===== src/rtl/sayac_param.sv =====
// -----------------------------------------------------------------------------
// sayac_param -- parametrised up/down counter with built-in clock-enable
// prescaler. Everything runs on the board clock; the prescaler produces a
// one-cycle step enable that advances the counter.
//
// Optional feature macro: SAYAC_SATURATE_EN
//   defined   -> saturating mode (hold at the limits, tc on attempted overflow)
//   undefined -> modulo wrap (MODULO-1 <-> 0, tc on the wrap step)
//
// Parameters
//   WIDTH     counter width in bits
//   MODULO    count range 0..MODULO-1, 2 <= MODULO <= 2**WIDTH
//   PRESCALE  clk cycles per count step, >= 1 (1 = step on every edge)
//
// Ports
//   clk           system clock, all logic on the rising edge
//   rst           synchronous active-high reset
//   en            1 runs prescaler and counter, 0 freezes both
//   yon           direction, 1 = up, 0 = down (only matters on step edges)
//   load          synchronous load strobe, wins over stepping
//   load_val      value to load, clamped to MODULO-1
//   sayac_degeri  registered count value
//   adim          registered one-cycle pulse for every count step
//   tc            registered one-cycle pulse for a wrap/limit step
// -----------------------------------------------------------------------------
module sayac_param #(
  parameter int WIDTH    = 4,
  parameter int MODULO   = 16,
  parameter int PRESCALE = 50_000_000
) (
  input  logic             clk,
  input  logic             rst,
  input  logic             en,
  input  logic             yon,
  input  logic             load,
  input  logic [WIDTH-1:0] load_val,
  output logic [WIDTH-1:0] sayac_degeri,
  output logic             adim,
  output logic             tc
);

  // Prescaler width: $clog2(PRESCALE), but never narrower than one bit so
  // that PRESCALE=1 still has a (constant-zero) phase register.
  localparam int PW = (PRESCALE > 1) ? $clog2(PRESCALE) : 1;

  localparam logic [PW-1:0]    PRESC_LAST = PW'(PRESCALE - 1);
  localparam logic [PW-1:0]    PRESC_ZERO = {PW{1'b0}};
  localparam logic [PW-1:0]    PRESC_ONE  = PW'(1);
  localparam logic [WIDTH:0]   MOD_EXT    = (WIDTH + 1)'(MODULO);
  localparam logic [WIDTH:0]   ONE_EXT    = (WIDTH + 1)'(1);
  localparam logic [WIDTH-1:0] CNT_MAX    = WIDTH'(MODULO - 1);
  localparam logic [WIDTH-1:0] CNT_ZERO   = {WIDTH{1'b0}};

  // Elaboration-time parameter legality checks.
  if (MODULO < 2 || MODULO > (2 ** WIDTH)) begin : g_bad_modulo
    $error("sayac_param: MODULO must satisfy 2 <= MODULO <= 2**WIDTH");
  end
  if (PRESCALE < 1) begin : g_bad_prescale
    $error("sayac_param: PRESCALE must be >= 1");
  end

  // ---------------------------------------------------------------------------
  // Helper functions. Arithmetic is done in WIDTH+1 bits so that
  // MODULO = 2**WIDTH compares and increments without overflow artefacts.
  // The step helpers return {limit_hit, next_value}.
  // ---------------------------------------------------------------------------

  // Clamp an out-of-range load value to the top of the count range.
  function automatic logic [WIDTH-1:0] clamp_load(input logic [WIDTH-1:0] v);
    logic [WIDTH-1:0] r;
    if ({1'b0, v} >= MOD_EXT) begin
      r = CNT_MAX;
    end else begin
      r = v;
    end
    return r;
  endfunction

  // One step upwards: wrap or saturate at MODULO-1.
  function automatic logic [WIDTH:0] step_up(input logic [WIDTH-1:0] v);
    logic [WIDTH:0] sum;
    logic [WIDTH:0] r;
    sum = {1'b0, v} + ONE_EXT;
    if (sum >= MOD_EXT) begin
`ifdef SAYAC_SATURATE_EN
      r = {1'b1, CNT_MAX};
`else
      r = {1'b1, CNT_ZERO};
`endif
    end else begin
      r = {1'b0, sum[WIDTH-1:0]};
    end
    return r;
  endfunction

  // One step downwards: wrap or saturate at 0.
  function automatic logic [WIDTH:0] step_down(input logic [WIDTH-1:0] v);
    logic [WIDTH:0] diff;
    logic [WIDTH:0] r;
    diff = {1'b0, v} - ONE_EXT;
    if (v == CNT_ZERO) begin
`ifdef SAYAC_SATURATE_EN
      r = {1'b1, CNT_ZERO};
`else
      r = {1'b1, CNT_MAX};
`endif
    end else begin
      r = {1'b0, diff[WIDTH-1:0]};
    end
    return r;
  endfunction

  // ---------------------------------------------------------------------------
  // State
  // ---------------------------------------------------------------------------
  logic [PW-1:0]    presc_cnt;
  logic [WIDTH-1:0] cnt_r;
  logic             adim_r;
  logic             tc_r;

  logic             step_s;
  logic [WIDTH:0]   step_res_s;
  logic [PW-1:0]    presc_nxt_s;
  logic [WIDTH-1:0] cnt_nxt_s;
  logic             adim_nxt_s;
  logic             tc_nxt_s;

  // Step edge: enabled and the prescaler is on its last phase.
  always_comb begin
    step_s = en && (presc_cnt == PRESC_LAST);
  end

  // Candidate next count for a step in the currently requested direction.
  always_comb begin
    step_res_s = {1'b0, cnt_r};
    if (yon) begin
      step_res_s = step_up(cnt_r);
    end else begin
      step_res_s = step_down(cnt_r);
    end
  end

  // Next-state logic: load beats step, step beats plain prescaler advance.
  // Pulses default low so that a freeze or a load kills any pending pulse.
  always_comb begin
    presc_nxt_s = presc_cnt;
    cnt_nxt_s   = cnt_r;
    adim_nxt_s  = 1'b0;
    tc_nxt_s    = 1'b0;
    if (load) begin
      cnt_nxt_s   = clamp_load(load_val);
      presc_nxt_s = PRESC_ZERO;
    end else if (step_s) begin
      cnt_nxt_s   = step_res_s[WIDTH-1:0];
      presc_nxt_s = PRESC_ZERO;
      adim_nxt_s  = 1'b1;
      tc_nxt_s    = step_res_s[WIDTH];
    end else if (en) begin
      presc_nxt_s = presc_cnt + PRESC_ONE;
    end else begin
      presc_nxt_s = presc_cnt;
      cnt_nxt_s   = cnt_r;
    end
  end

  // State registers with synchronous reset.
  always_ff @(posedge clk) begin
    if (rst) begin
      presc_cnt <= PRESC_ZERO;
      cnt_r     <= CNT_ZERO;
      adim_r    <= 1'b0;
      tc_r      <= 1'b0;
    end else begin
      presc_cnt <= presc_nxt_s;
      cnt_r     <= cnt_nxt_s;
      adim_r    <= adim_nxt_s;
      tc_r      <= tc_nxt_s;
    end
  end

  assign sayac_degeri = cnt_r;
  assign adim         = adim_r;
  assign tc           = tc_r;

`ifndef SYNTHESIS
  sayac_param_chk #(
    .WIDTH  (WIDTH),
    .MODULO (MODULO)
  ) u_chk (
    .clk          (clk),
    .rst          (rst),
    .en           (en),
    .load         (load),
    .load_val     (load_val),
    .sayac_degeri (sayac_degeri),
    .adim         (adim),
    .tc           (tc)
  );
`endif

endmodule

// -----------------------------------------------------------------------------
// sayac_param_chk -- protocol assertions for sayac_param.
//
// Ports mirror the counter's observable interface (all inputs).
// -----------------------------------------------------------------------------
module sayac_param_chk #(
  parameter int WIDTH  = 4,
  parameter int MODULO = 16
) (
  input logic             clk,
  input logic             rst,
  input logic             en,
  input logic             load,
  input logic [WIDTH-1:0] load_val,
  input logic [WIDTH-1:0] sayac_degeri,
  input logic             adim,
  input logic             tc
);

  localparam logic [WIDTH:0]   MOD_EXT = (WIDTH + 1)'(MODULO);
  localparam logic [WIDTH-1:0] CNT_MAX = WIDTH'(MODULO - 1);

  logic [WIDTH-1:0] clamp_s;

  // Expected result of a load of the current load_val.
  always_comb begin
    if ({1'b0, load_val} >= MOD_EXT) begin
      clamp_s = CNT_MAX;
    end else begin
      clamp_s = load_val;
    end
  end

  // Count never leaves 0..MODULO-1.
  a_range : assert property (@(posedge clk) sayac_degeri <= CNT_MAX);

  // A terminal-count pulse only ever accompanies a step pulse.
  a_tc_adim : assert property (@(posedge clk) tc |-> adim);

  // Reset clears everything on the following cycle.
  a_rst : assert property (@(posedge clk)
    rst |=> (sayac_degeri == {WIDTH{1'b0}}) && !adim && !tc);

  // A load produces the clamped value and no pulses.
  a_load : assert property (@(posedge clk)
    (load && !rst) |=> (sayac_degeri == $past(clamp_s)) && !adim && !tc);

  // A frozen cycle holds the value and emits no pulses.
  a_freeze : assert property (@(posedge clk)
    (!en && !load && !rst) |=> (sayac_degeri == $past(sayac_degeri)) && !adim && !tc);

endmodule


===== config.mk =====
export PLATFORM = sky130hd
export DESIGN_NAME = sayac_param
export DESIGN_NICKNAME = d
export VERILOG_FILES = /design/src/rtl/sayac_param.sv
export SDC_FILE = /design/constraint.sdc
export NUM_CORES = 1
export LEC_CHECK = 0
export CORE_MARGIN = 2
export CORE_UTILIZATION = 60
export CTS_BUF_LIST = sky130_fd_sc_hd__clkbuf_4
export DETAILED_ROUTE_END_ITERATION = 6
export GPL_TIMING_DRIVEN = 0
export HOLD_SLACK_MARGIN = 0.05
export PLACE_DENSITY = 0.82
export SLEW_MARGIN = 10
export SYNTH_ARGS = -nofsm -noshare
export SYNTH_HDL_FRONTEND = slang
export SYNTH_HIERARCHICAL = 1
export SYNTH_SLANG_ARGS = --single-unit

===== constraint.sdc =====
create_clock -name clk -period 6.35 [get_ports clk]
set_clock_uncertainty 0.1 [all_clocks]
set_input_delay 0.635 -clock clk [delete_from_list [all_inputs] [get_ports clk]]
set_output_delay 0.635 -clock clk [all_outputs]
set_load 0.005 [all_outputs]

* Word-level counts from Yosys, hierarchy flattened *
Index checks and enable logic that the tools add are counted.

word-level totals
  flip-flop bits (word level) = 32
  bits in latches = 0
  bits in writable memories = 0
  memory bits (read-only) = 0
  input bits = 9
  output and inout bits = 6
  logic and storage cells = 22
  memories kept = 0

cells by class
  $add $sub $neg = 3
  $mul = 0
  divide/modulo/power cells = 0
  $lt $le $gt $ge = 1
  eq/ne operators = 1
  shift operators = 0
  multiplexer cells = 6
  bitwise logic cells = 1
  reductions and logical operators = 6

operator list
  kind                                                      number
  adder 26 x 1 -> 26 bit, second input constant             1
  equality test 26 bit, second input constant               1
  two-way mux 5 bit                                         3
  two-way mux 4 bit                                         2
  OR reduction 3 bit                                        2
  adder 4 x 1 -> 5 bit, second input constant               1
  greater-or-equal comparator 5 bit, second input constant  1
  zero test 4 bit                                           1
  subtractor 4 x 1 -> 4 bit, second input constant          1
  nonzero test 2 bit                                        1
  OR reduction 2 bit                                        1
  logical AND 1 bit                                         1
  two-way mux 1 bit                                         1
  NOT 1 bit                                                 1

* Logic depth before layout (Yosys ltp) *
  depth in word-level cells = 6
  depth in mapped cells = 9
  depth with buffers taken out = 6

* Least setup slack after synthesis *
Ideal clock, no wire load.

  kind = input-to-reg
  start point = input port en
  end point = register cnt_r[3] (netlist: sayac_degeri[3])
  setup time = 0.086 ns
  data arrival time = 2.131 ns
  required time = 6.164 ns
  path slack = 4.033 ns
  stages on the path = 8
  path buffers = 3
  cells stage by stage = buf_4 -> nand4_2 -> or2_0 -> buf_2 -> or3_1 -> buf_2 -> a311o_1 -> a221oi_2

between the ends
  word-level cells in the longest chain between the ends = 2

RTL lines
  what                          RTL line  RTL
  start: declaration            33        input logic en,
  logical AND 1 bit             130       step_s = en && (presc_cnt == PRESC_LAST);
  nonzero test 2 bit (no line)  --
  end signal: assignment        175       cnt_r <= cnt_nxt_s;
  end: declaration              117       logic [WIDTH-1:0] cnt_r;

Every way passes these cells.
A chain may end at the register's enable or synchronous reset.

* Worst setup path in the final report *
  start point = register presc_cnt[0]
  end point = register presc_cnt[24]

between the ends
  word-level cells in the longest chain between the ends = 3
  elaborated cells on any way between the ends = 4
  those cells by class = 1 x add/sub; 1 x eq/ne; 2 x reduce/logical

RTL lines
  what                                                                            RTL line  RTL
  start: declaration                                                              116       logic [PW-1:0] presc_cnt;
  start signal: assignment                                                        174       presc_cnt <= presc_nxt_s;
  parallel branches: the longest is 3 deep, another holds adder 26 x 1 -> 26 bit  --

Several ways; the timed one is not identified.

==> run summary <==
DIE HEIGHT = 54.83 um
half-perimeter wire length after placement = 2277 um
setup-violating endpoint count in the final report = 0
GP Congestion = 0.7734
final hold violations = 0
final-layout setup total negative slack = 0 ns
endpoint of the worst-slack reg-to-reg timing path = presc_cnt[24]$_SDFFE_PP0P_
Setup crit start kind = flip-flop
multiplexer share of the synthesized area = 1.937%
worst-case headroom to the max-slew limit = 18.87%
count of antenna diodes in the layout = 0
share of the synthesized netlist area taken by xor and xnor gates = 14.69%
period utilization = 40.16%
total of flip-flops plus latches after synthesis = 32
net count of the mapped netlist = 189
data required time at the worst endpoint = 6.47 ns
count of distinct cell types in the synthesized netlist = 39
cell area after synthesis = 1550 sq um
Synth Area in Simple Gates = 27.93%
Worst-Margin Slew = 1.206 ns
Max Fclk = 392.1 MHz
Overall Power = 0.3414 mW
clk_lat worst skew = 0.32 ns
count of antenna-violating nets left after detailed routing = 0
residual overflow from global routing = 0
number of placed I/O pins = 15
share of synthesized cell area in full adder, half adder and majority cells = 2.421%
Root Buffer Master = sky130_fd_sc_hd__clkbuf_4
share of cells above drive strength 1 = 8.122%
CP Launch Point = presc_cnt[0]$_SDFFE_PP0P_
area of all placed cells without fillers = 1768 sq um
RSZ-0062 raised after global routing = false
number of global-route vias before repair = 1196
launch point of the worst reg-to-reg path = presc_cnt[0]$_SDFFE_PP0P_
filler instances = 202
class of the tightest hold or removal check = reg -> reg
largest family of logic cells by synthesized area = simple AND/OR/NAND/NOR gates
smallest hold slack = 0.4213 ns
depth of the worst register-to-register path = 9
core occupancy in the finished layout = 72.02%
count of clock tree sinks = 32
Crit. End Element = flip-flop
syn avg cell area = 8.758 sq um
Final Max Tran Viols = 0
Worst Setup EP = presc_cnt[24]$_SDFFE_PP0P_
data arrival time of the worst path = 2.67 ns
count of cells resized by post-cts repair = 0
antenna violations before repair = 0
# Post-CTS Setup Buffers = 0
top library cells by usage in the layout, fill and taps aside = 32 x sky130_fd_sc_hd__dfxtp_1, 30 x sky130_fd_sc_hd__nor2_1, 17 x sky130_fd_sc_hd__xor2_1
most frequent standard cell in the layout excluding fill and tap cells = sky130_fd_sc_hd__dfxtp_1
number of input and output port buffers inserted = 13
overall track demand over capacity in global routing = 24.20%
clock-pin slew on the worst setup and hold paths = 0.09 ns
DRT Pass-1 Iters = 4
violation count after the first detailed-route iteration = 24
DR WL/cell = 13.57 um
synth-to-layout area growth = 14.04%
area enclosed by the die boundary = 3006 sq um
CTS Buffer Depth = 2
final wirelength = 3081 um
Final Net Count = 209
power density cells = 193.1 nW/um^2
complex-gate fraction of the synthesized area = 7.748%
portion of the post-synthesis area used by sequential elements = 41.32%
H-tree depth reported by CTS = 2
hold-fix buffers at CTS = 0
maximum number of pins on one net before global-route repair = 11
number of warnings reported in the yosys synthesis log = 6
placeable core area = 2455 sq um
starting density of the core = 63.15%
row count = 18
max-capacitance violation count = 0
placed instance area = 1718 sq um
slack of the worst reg-to-reg path = 3.80 ns
run status = finished clean
Horiz. Die Dim = 54.83 um
Static Leak = 0.6228 nW
VDD IR max = 0.1910 mV
via density per instance = 5.683
synthesized instance count = 177
maximum fanout count along the critical path = 10
routed via count = 1290
clock buffer count from CTS = 5
Min Clock Period, post-route = 2.550 ns
drt drc = 0
Setup CP Type = reg -> reg
TritonCTS clock tree = done
global-route wire length before repair = 5126 um
synthesized netlist by cell type:
cell / number / share of area [%]
sky130_fd_sc_hd__a211oi_1: 2 / 0.97
sky130_fd_sc_hd__a21boi_0: 1 / 0.48
sky130_fd_sc_hd__a21oi_1: 4 / 1.3
sky130_fd_sc_hd__a221oi_2: 1 / 0.97
sky130_fd_sc_hd__a311o_1: 1 / 0.65
sky130_fd_sc_hd__a311oi_1: 2 / 1.1
sky130_fd_sc_hd__and2_0: 1 / 0.40
sky130_fd_sc_hd__and2_1: 2 / 0.81
sky130_fd_sc_hd__and3_1: 1 / 0.40
sky130_fd_sc_hd__and4_1: 3 / 1.7
sky130_fd_sc_hd__and4b_1: 1 / 0.65
sky130_fd_sc_hd__buf_2: 4 / 1.3
sky130_fd_sc_hd__buf_4: 1 / 0.48
sky130_fd_sc_hd__clkbuf_1: 1 / 0.24
sky130_fd_sc_hd__dfxtp_1: 32 / 41
sky130_fd_sc_hd__ha_1: 3 / 2.4
sky130_fd_sc_hd__inv_1: 8 / 1.9
sky130_fd_sc_hd__mux2i_1: 3 / 1.9
sky130_fd_sc_hd__nand2_1: 11 / 2.7
sky130_fd_sc_hd__nand3_1: 10 / 3.2
sky130_fd_sc_hd__nand4_1: 9 / 3.6
sky130_fd_sc_hd__nand4_2: 1 / 0.81
sky130_fd_sc_hd__nor2_1: 30 / 7.3
sky130_fd_sc_hd__nor3_1: 3 / 0.97
sky130_fd_sc_hd__nor3b_1: 1 / 0.48
sky130_fd_sc_hd__nor4_1: 2 / 0.81
sky130_fd_sc_hd__nor4_2: 1 / 0.81
sky130_fd_sc_hd__nor4b_1: 1 / 0.57
sky130_fd_sc_hd__nor4bb_1: 1 / 0.65
sky130_fd_sc_hd__o21ai_0: 2 / 0.65
sky130_fd_sc_hd__o21bai_1: 1 / 0.48
sky130_fd_sc_hd__o311a_1: 1 / 0.65
sky130_fd_sc_hd__o31ai_1: 1 / 0.48
sky130_fd_sc_hd__or2_0: 1 / 0.40
sky130_fd_sc_hd__or2_2: 1 / 0.40
sky130_fd_sc_hd__or3_1: 2 / 0.81
sky130_fd_sc_hd__or4_1: 1 / 0.48
sky130_fd_sc_hd__xnor2_1: 9 / 5.1
sky130_fd_sc_hd__xor2_1: 17 / 9.6
cells by family (layout without fill, tap and decap cells):
family	after synthesis	after routing
mux	3	3
buf+inv	14	34
fa+ha+maj	3	3
flops	32	32
xor+xnor	26	26
compound gates	16	16
simple gates	83	83
area by class of cell:
type	count	area (sq um)	share of cell area (%)
plain buffers	6	31.28	1.769
clock buffers	6	45.04	2.548
clock inverters	1	5.005	0.2831
inverters	8	30.03	1.699
multi-input cells	131	848.3	47.98
flip-flops and latches	32	640.6	36.23
well taps	30	37.54	2.123
repair buffers	13	130.1	7.360
per-layer routing:
| layer | GRT usage [%] | up-vias | routed length [um] |
|---|---|---|---|
| li1 | - | 654 | - |
| met1 | 28.11 | 608 | 1422 |
| met2 | 41.87 | 24 | 1498 |
| met3 | 7.650 | 4 | 130 |
| met4 | 7.500 | 0 | 30 |
| met5 | 0 | - | 0 |
worst max-delay path, cell delays in order (launching register included):
cell	delay (ns)
sky130_fd_sc_hd__dfxtp_1	0.43
sky130_fd_sc_hd__ha_1	0.21
sky130_fd_sc_hd__nand4_2	0.16
sky130_fd_sc_hd__or2_0	0.24
sky130_fd_sc_hd__buf_2	0.16
sky130_fd_sc_hd__or3_1	0.35
sky130_fd_sc_hd__buf_2	0.18
sky130_fd_sc_hd__nand2_1	0.24
sky130_fd_sc_hd__buf_2	0.28
sky130_fd_sc_hd__nor2_1	0.08
how the worst min path moves through the flow:
stage | from | endpoint | slack, ns | cells past startpoint
global route | presc_cnt[5]$_SDFFE_PP0P_ | presc_cnt[5]$_SDFFE_PP0P_ | 0.47 | 2
detailed placement | presc_cnt[22]$_SDFFE_PP0P_ | presc_cnt[22]$_SDFFE_PP0P_ | 0.41 | 2
floorplan | presc_cnt[25]$_SDFFE_PP0P_ | presc_cnt[25]$_SDFFE_PP0P_ | 0.37 | 2
finish | presc_cnt[5]$_SDFFE_PP0P_ | presc_cnt[5]$_SDFFE_PP0P_ | 0.42 | 2
CTS | presc_cnt[5]$_SDFFE_PP0P_ | presc_cnt[5]$_SDFFE_PP0P_ | 0.42 | 2
global placement | presc_cnt[5]$_SDFFE_PP0P_ | presc_cnt[5]$_SDFFE_PP0P_ | 0.38 | 2
registers in the layout, indices dropped and copies added, names as in the netlist:
name and count:
sayac_degeri 4, tc 1, presc_cnt 26, adim 1
metrics by stage:
| step | instances | setup slack, ns |
|---|---|---|
| finish | 227 | 3.800 |
| global route | 227 | 3.646 |
| CTS | 227 | 3.787 |
| detailed placement | 220 | 3.703 |
| global placement | 220 | 3.813 |
| floorplan | 177 | 4.033 |
report_power, final:
part	internal, mW	switching [mW]
combinational	0.0140	0.0122
clock	0.0450	0.0633
sequential	0.203	0.00417
No activity file was read; power rests on OpenSTA's default activity.
